==> src/rtl/dffsync_mux_pipe.sv <==
// dffsync_mux_pipe: M-way input select feeding a DEPTH-stage valid/ready register pipeline.
// Define DFFSYNC_MUX_PIPE_PARITY_EN to add a per-stage even-parity bit with parity_o/parity_err_o.
module dffsync_mux_pipe #(
  parameter int unsigned N     = 5,
  parameter int unsigned M     = 4,
  parameter int unsigned DEPTH = 2,
  parameter int unsigned VAL   = 31,
  localparam int unsigned SW   = (M > 1) ? $clog2(M) : 1,
  localparam int unsigned CW   = $clog2(DEPTH + 1)
) (
  input  logic           clk_i,
  input  logic           rst_i,
  input  logic [M*N-1:0] data_i,
  input  logic [SW-1:0]  sel_i,
  input  logic           in_valid_i,
  output logic           in_ready_o,
  input  logic           clr_i,
  output logic           out_valid_o,
  input  logic           out_ready_i,
  output logic [N-1:0]   data_o,
  output logic [CW-1:0]  count_o
`ifdef DFFSYNC_MUX_PIPE_PARITY_EN
  ,
  output logic           parity_o,
  output logic           parity_err_o
`endif
);

  localparam logic [N-1:0] ValN = N'(VAL);

  logic [N-1:0]     selWord;
  logic [N-1:0]     stageData_q [DEPTH];
  logic [N-1:0]     stageData_d [DEPTH];
  logic [DEPTH-1:0] stageValid_q;
  logic [DEPTH-1:0] stageValid_d;
  logic [DEPTH-1:0] adv;
  logic             accept;

  // Out-of-range selects (M not a power of two) fall back to the reset value.
  always_comb begin
    selWord = ValN;
    for (int k = 0; k < int'(M); k++) begin
      if (int'(sel_i) == k) selWord = data_i[k*N +: N];
    end
  end

  // A stage may move forward when it is empty or the stage after it moves forward.
  always_comb begin
    adv = '0;
    adv[DEPTH-1] = ~stageValid_q[DEPTH-1] | out_ready_i;
    for (int k = int'(DEPTH) - 2; k >= 0; k--) begin
      adv[k] = ~stageValid_q[k] | adv[k+1];
    end
  end

  assign in_ready_o = adv[0];
  assign accept     = in_valid_i & adv[0] & ~clr_i;

  always_comb begin
    stageData_d  = stageData_q;
    stageValid_d = stageValid_q;
    if (clr_i) begin
      for (int k = 0; k < int'(DEPTH); k++) stageData_d[k] = ValN;
      stageValid_d = '0;
    end else begin
      for (int k = 1; k < int'(DEPTH); k++) begin
        if (adv[k]) begin
          stageData_d[k]  = stageData_q[k-1];
          stageValid_d[k] = stageValid_q[k-1];
        end
      end
      // Stage 0 drains without an accept by dropping its valid; its data is simply held.
      if (adv[0]) begin
        stageValid_d[0] = accept;
        if (accept) stageData_d[0] = selWord;
      end
    end
  end

  always_ff @(posedge clk_i or negedge rst_i) begin
    if (!rst_i) begin
      for (int k = 0; k < int'(DEPTH); k++) stageData_q[k] <= ValN;
      stageValid_q <= '0;
    end else begin
      stageData_q  <= stageData_d;
      stageValid_q <= stageValid_d;
    end
  end

  always_comb begin
    count_o = '0;
    for (int k = 0; k < int'(DEPTH); k++) begin
      count_o = count_o + CW'(stageValid_q[k]);
    end
  end

  assign out_valid_o = stageValid_q[DEPTH-1];
  assign data_o      = stageData_q[DEPTH-1];

`ifdef DFFSYNC_MUX_PIPE_PARITY_EN
  localparam logic ValParity = ^ValN;

  logic [DEPTH-1:0] stageParity_q;
  logic [DEPTH-1:0] stageParity_d;

  // Parity travels alongside the data using the same advance enables.
  always_comb begin
    stageParity_d = stageParity_q;
    if (clr_i) begin
      stageParity_d = {DEPTH{ValParity}};
    end else begin
      for (int k = 1; k < int'(DEPTH); k++) begin
        if (adv[k]) stageParity_d[k] = stageParity_q[k-1];
      end
      if (accept) stageParity_d[0] = ^selWord;
    end
  end

  always_ff @(posedge clk_i or negedge rst_i) begin
    if (!rst_i) begin
      stageParity_q <= {DEPTH{ValParity}};
    end else begin
      stageParity_q <= stageParity_d;
    end
  end

  assign parity_o     = stageParity_q[DEPTH-1];
  assign parity_err_o = out_valid_o & (parity_o != ^data_o);
`endif

endmodule

==> config.mk <==
export PLATFORM = sky130hd
export DESIGN_NAME = dffsync_mux_pipe
export DESIGN_NICKNAME = d
export VERILOG_FILES = /design/src/rtl/dffsync_mux_pipe.sv
export SDC_FILE = /design/constraint.sdc
export NUM_CORES = 1
export LEC_CHECK = 0
export CAP_MARGIN = 40
export CORE_MARGIN = 2
export CORE_UTILIZATION = 23
export CTS_BUF_LIST = sky130_fd_sc_hd__clkbuf_4 sky130_fd_sc_hd__clkbuf_8
export CTS_CLUSTER_DIAMETER = 40
export DETAILED_ROUTE_END_ITERATION = 12
export GPL_ROUTABILITY_DRIVEN = 0
export GPL_TIMING_DRIVEN = 0
export SLEW_MARGIN = 15
export SYNTH_ARGS = -nofsm -noshare
export SYNTH_HDL_FRONTEND = slang
export SYNTH_SLANG_ARGS = --single-unit
==> constraint.sdc <==
create_clock -name clk_i -period 1.54 [get_ports clk_i]
set_input_delay 0.308 -clock clk_i [delete_from_list [all_inputs] [get_ports clk_i]]
set_output_delay 0.308 -clock clk_i [all_outputs]
set_load 0.005 [all_outputs]
# After elaboration in Yosys (flattened, before gate mapping)

Cells that the tools add are included.

Register bits after elaboration: 12
Bits in latches: 0
Bits in writable memories: 0
Memory bits (read-only): 0
Word-level logic and storage cells: 31
Memories kept: 0

$add $sub $neg: 1
Multiply operators: 0
Divide/modulo/power cells: 0
Order comparisons: 0
Eq/ne operators: 3
Shift operators: 0
Multiplexer cells: 11
Bitwise logic cells: 7
Reduce and logical (&&, ||, !) cells: 5

Operators by type and width:

| cell                 | count |
|---|---|
| $mux W5              | 7 |
| $mux W10             | 1 |
| $reduce_bool A2 Y1   | 3 |
| $eq A2 B2 Y1 const B | 2 |
| $not A1 Y1           | 3 |
| $add A1 B1 Y2        | 1 |
| $and A1 B1 Y1        | 2 |
| $eq A2 B1 Y1 const B | 1 |
| $logic_not A2 Y1     | 1 |
| $mux W1              | 2 |
| $mux W2              | 1 |
| $or A1 B1 Y1         | 2 |
| $reduce_and A2 Y1    | 1 |

# Depth between registers and ports, before layout

Depth in word-level cells: 8
Mapped depth: 4
Mapped depth without buffers: 3

# Worst setup path after synthesis

No wires, ideal clock.

Kind: input port to flip-flop
Start: input port sel_i[0]
End: register stageData_q[5] in the netlist's numbering
Setup time: 0.082 ns
Arrival time: 1.319 ns
Setup slack: 0.140 ns
Stages: 4
Buffers on the path: 1
Cell sequence: buf_6 -> mux4_2 -> and3_1 -> a211o_1

Cells in the longest elaborated chain, start to end: 8
Elaborated cells on any way between the ends: 11
Classes of those cells: 3 x eq/ne; 7 x mux; 1 x reduce/logical

Ends and longest elaborated chain:

| item                 | RTL line | text |
|---|---|---|
| from (decl)          | 14       | `input logic [SW-1:0] sel_i,` |
| $logic_not A2 Y1     | 43       | `if (int'(sel_i) == k) selWord = data_i[k*N +: N];` |
| $mux W5 (3 in a row) | 43       |  |
| $mux W5 (*)          | 43       |  |
| $mux W5 (*)          | 75       | `if (accept) stageData_d[0] = selWord;` |
| $mux W5 (*)          | 73       | `if (adv[0]) begin` |
| $mux W10 (*)         | 62       | `if (clr_i) begin` |
| to (signal assigned) | 85       | `stageData_q <= stageData_d;` |
| to (decl)            | 32       | `logic [N-1:0] stageData_q [DEPTH];` |

Every way passes the cells marked *; elsewhere a longest branch is shown, timed or not. The select of a mux whose other input is x is not followed.
A chain may end at the register's enable or synchronous reset.

# Worst setup path after layout

Start: input port out_ready_i
End: output port in_ready_o

Cells in the longest elaborated chain, start to end: 2

Ends and longest elaborated chain:

| item         | RTL line | text |
|---|---|---|
| from (decl)  | 19       | `input logic out_ready_i,` |
| $or A1 B1 Y1 | 50       | `adv[DEPTH-1] = ~stageValid_q[DEPTH-1] \| out_ready_i;` |
| $or A1 B1 Y1 | 52       | `adv[k] = ~stageValid_q[k] \| adv[k+1];` |
| to (decl)    | 16       | `output logic in_ready_o,` |

Every way passes these cells.

==> results.md <==
- Run status: complete, no violations
- Worst path bufs/invs: 2
- Clock Tree Root: clkbuf_4
- Initial antenna violation count: 0
- Core footprint: 2780 sq um
- Hold buffer count at cts: 0
- Register area share after synthesis: 46.1%
- Num CTS Buffers: 3
- Fin crit period: 1480 ps
- PnR worst setup slack: between 60 and 70 ps
- Worst EP required: about 1200 ps
- Starting density of the core: around a quarter
- Number of warnings issued by yosys: 0
- Most frequent cells in the layout: 25 x clkdlybuf4s50_1, 10 x a211o_1, 10 x buf_4, 10 x dfstp_2, 7 x dlygate4sd2_1
- Final net count: between 100 and 150
- CTS H-tree lvls: 1
- Synth area leaders: dfstp_2 39%, mux4_2 17%, a211o_1 13%
- Dpl ws: -334 ps
- Reg power frac: a little under half
- Setup Skew: 3.81 ps
- Ports: 36
- RSZ-0062 raised after global routing: no
- Worst Path Max Fanout: 2
- Max-slew violation count: 0
- Combinational power share: 24.0%
- Vias/cell: 4.46
- Internal: 0.632 mW
- Vias in the first global route: 593
- Number of setup violations in the final report: 0
- R2R Path Start: stageValid_q[1]
- Number of remaining DRC errors: 0
- IO Port Bufs: 34
- Top-area cell type share of the netlist area: 38.7%
- Crit-path max cell delay: 420 ps
- Syn_nets: 81
- CTS tree: yes
- Count of distinct cell types in the synthesized netlist: 15
- Arrival time at the worst endpoint: 1170 ps
- DR iter-0 viols: 7
- Max Freq: just under 0.7 GHz
- Endpoint class of the critical path: output port
- Area grow syn2layout: 65.5%
- Largest buffer count on any clock path: 2
- Full die area: 3400 sq um
- Pre-antenna DRT Iters: 2
- Crit-path cells: clkdlybuf4s50_1 -> nand3b_1 -> clkdlybuf4s15_1
- Final hold vios: 0
- Worst hold path type: in -> async
- Ratio of cells with drive above 1 in the final layout: a little under a third
- Crit path max-delay cell type: clkdlybuf4s50_1
- Total power: about 0.80 mW
- Cell Pwr Density: 713 nW/um^2
- Post-Synthesis Cells: 53
- Mean Syn Cell Area: 12.8 sq um
- Clock Sinks: 12
- Clock-pin slew on the worst setup and hold paths: 80 ps
- Final WL: 1.39 mm
- Sw Ratio: 21.1%
- Measured slew at the worst slew-check pin: 508 ps
- Slew HR: between 60% and 70%
- Period utilization: 96.1%
- Routed WL per cell: 11.0 microns
- Leading cell type in the layout, fill and taps excluded: clkdlybuf4s50_1
- Peak supply drop: 0.321 mV
- Post-DRT Antenna Nets: 0
- Die Span Y: 58.3 microns
- Net switching power: 0.169 mW
- CP Class: in -> out
- CP Launch Type: input port
- Static Leak: 0.469 nW
- CP startpoint: out_ready_i
- Clock power frac: 30.6%
- Die width: between 50 and 60 microns
- Flops & latches, synth: 12
- Core Util, Final: 40.4%
- Delay-heaviest family, CP: buffers and inverters
- Row cnt: 19
- Largest area contributor in the netlist: dfstp_2
- Fill count: between 200 and 300
- Ant diodes: 0
- Hold Slack: 373 ps
- Mapped cell area: 678 sq um
- Remaining global-route overflow: 0
- Total number of vias: 567
- Largest net degree at the start of global routing: 13
- MaxCap Viol Count: 0
- Tot GR Track Use: 9.35%
- Global-route wire length before repair: 2.36 mm
- Worst-skew pair later-pin latency: 270 ps
## layout make-up
cell class | count | area [sq um] | area share [%]
Timing Repair Buffer | 39 | 369 | 32.9
Sequential cell | 12 | 313 | 27.9
Multi-Input combinational cell | 32 | 305 | 27.2
Buffer | 8 | 56.3 | 5.02
Tap cell | 31 | 38.8 | 3.46
Clock buffer | 4 | 36.3 | 3.23
Inverter | 1 | 3.75 | 0.334
## cells in the mapped netlist
| cell | instances |
|---|---|
| a211o_1 | 10 |
| dfstp_2 | 10 |
| nor2b_1 | 6 |
| and3_1 | 5 |
| buf_4 | 5 |
| mux4_2 | 5 |
| clkbuf_1 | 2 |
| dfrtp_1 | 2 |
| nor2_1 | 2 |
| a21oi_1 | 1 |
| buf_6 | 1 |
| ha_1 | 1 |
| inv_1 | 1 |
| nand2_1 | 1 |
| nand3b_1 | 1 |
## flip-flops by register name, indices dropped and copies added, names as in the netlist
name / flops
stageData_q: 5
data_o: 5
stageValid_q: 2
## cells by family after synthesis
family          count (synthesis)  share of synthesized area, %
flops                          12                          46.1
buf+inv                         9                          8.86
mux                             5                          16.6
fa+ha+maj                       1                          1.84
compound gates                 11                          13.7
simple gates                   15                          12.9
## metal layers
metal / GRT usage [%] / wire, microns / vias up
li1: - / - / 281
met1: 9.05 / 530 / 252
met2: 17.0 / 707 / 32
met3: 2.86 / 133 / 2
met4: 5.98 / 22 / 0
met5: 0 / 0 / -
## per-stage QoR
step,area [sq um],cells,setup TNS [ps]
after floorplan,678,53,0
after global placement,1060,118,-1770
after detailed placement,1060,118,-1860
after CTS,1120,127,0
after global routing,1120,127,0
final,1120,127,0
## worst paths after layout
check	to	slack, ps	cells after the start
worst max-delay path	in_ready_o	60	3
worst min-delay path	stageValid_q[0]	370	1
worst max register to register	data_o[4]	110	5
worst min register to register	stageValid_q[1]	540	2
max in group asynchronous	data_o[4]	800	1
min in group clk_i	stageValid_q[1]	540	2
## power groups by stage
stage	combinational (mW)	clock, mW	sequential [mW]
2_1_floorplan	0.0871	0	0.365
3_3_place_gp	0.191	0	0.368
3_5_place_dp	0.194	0	0.369
4_1_cts	0.196	0.256	0.363
5_1_grt	0.212	0.275	0.366
6_report	0.192	0.245	0.363
## what timing repair did
action,4_1_cts,5_1_grt
setup buffers,5,0
resized for setup,10,1
setup endpoints to repair,8,1
(Power assumes the default switching activity.)
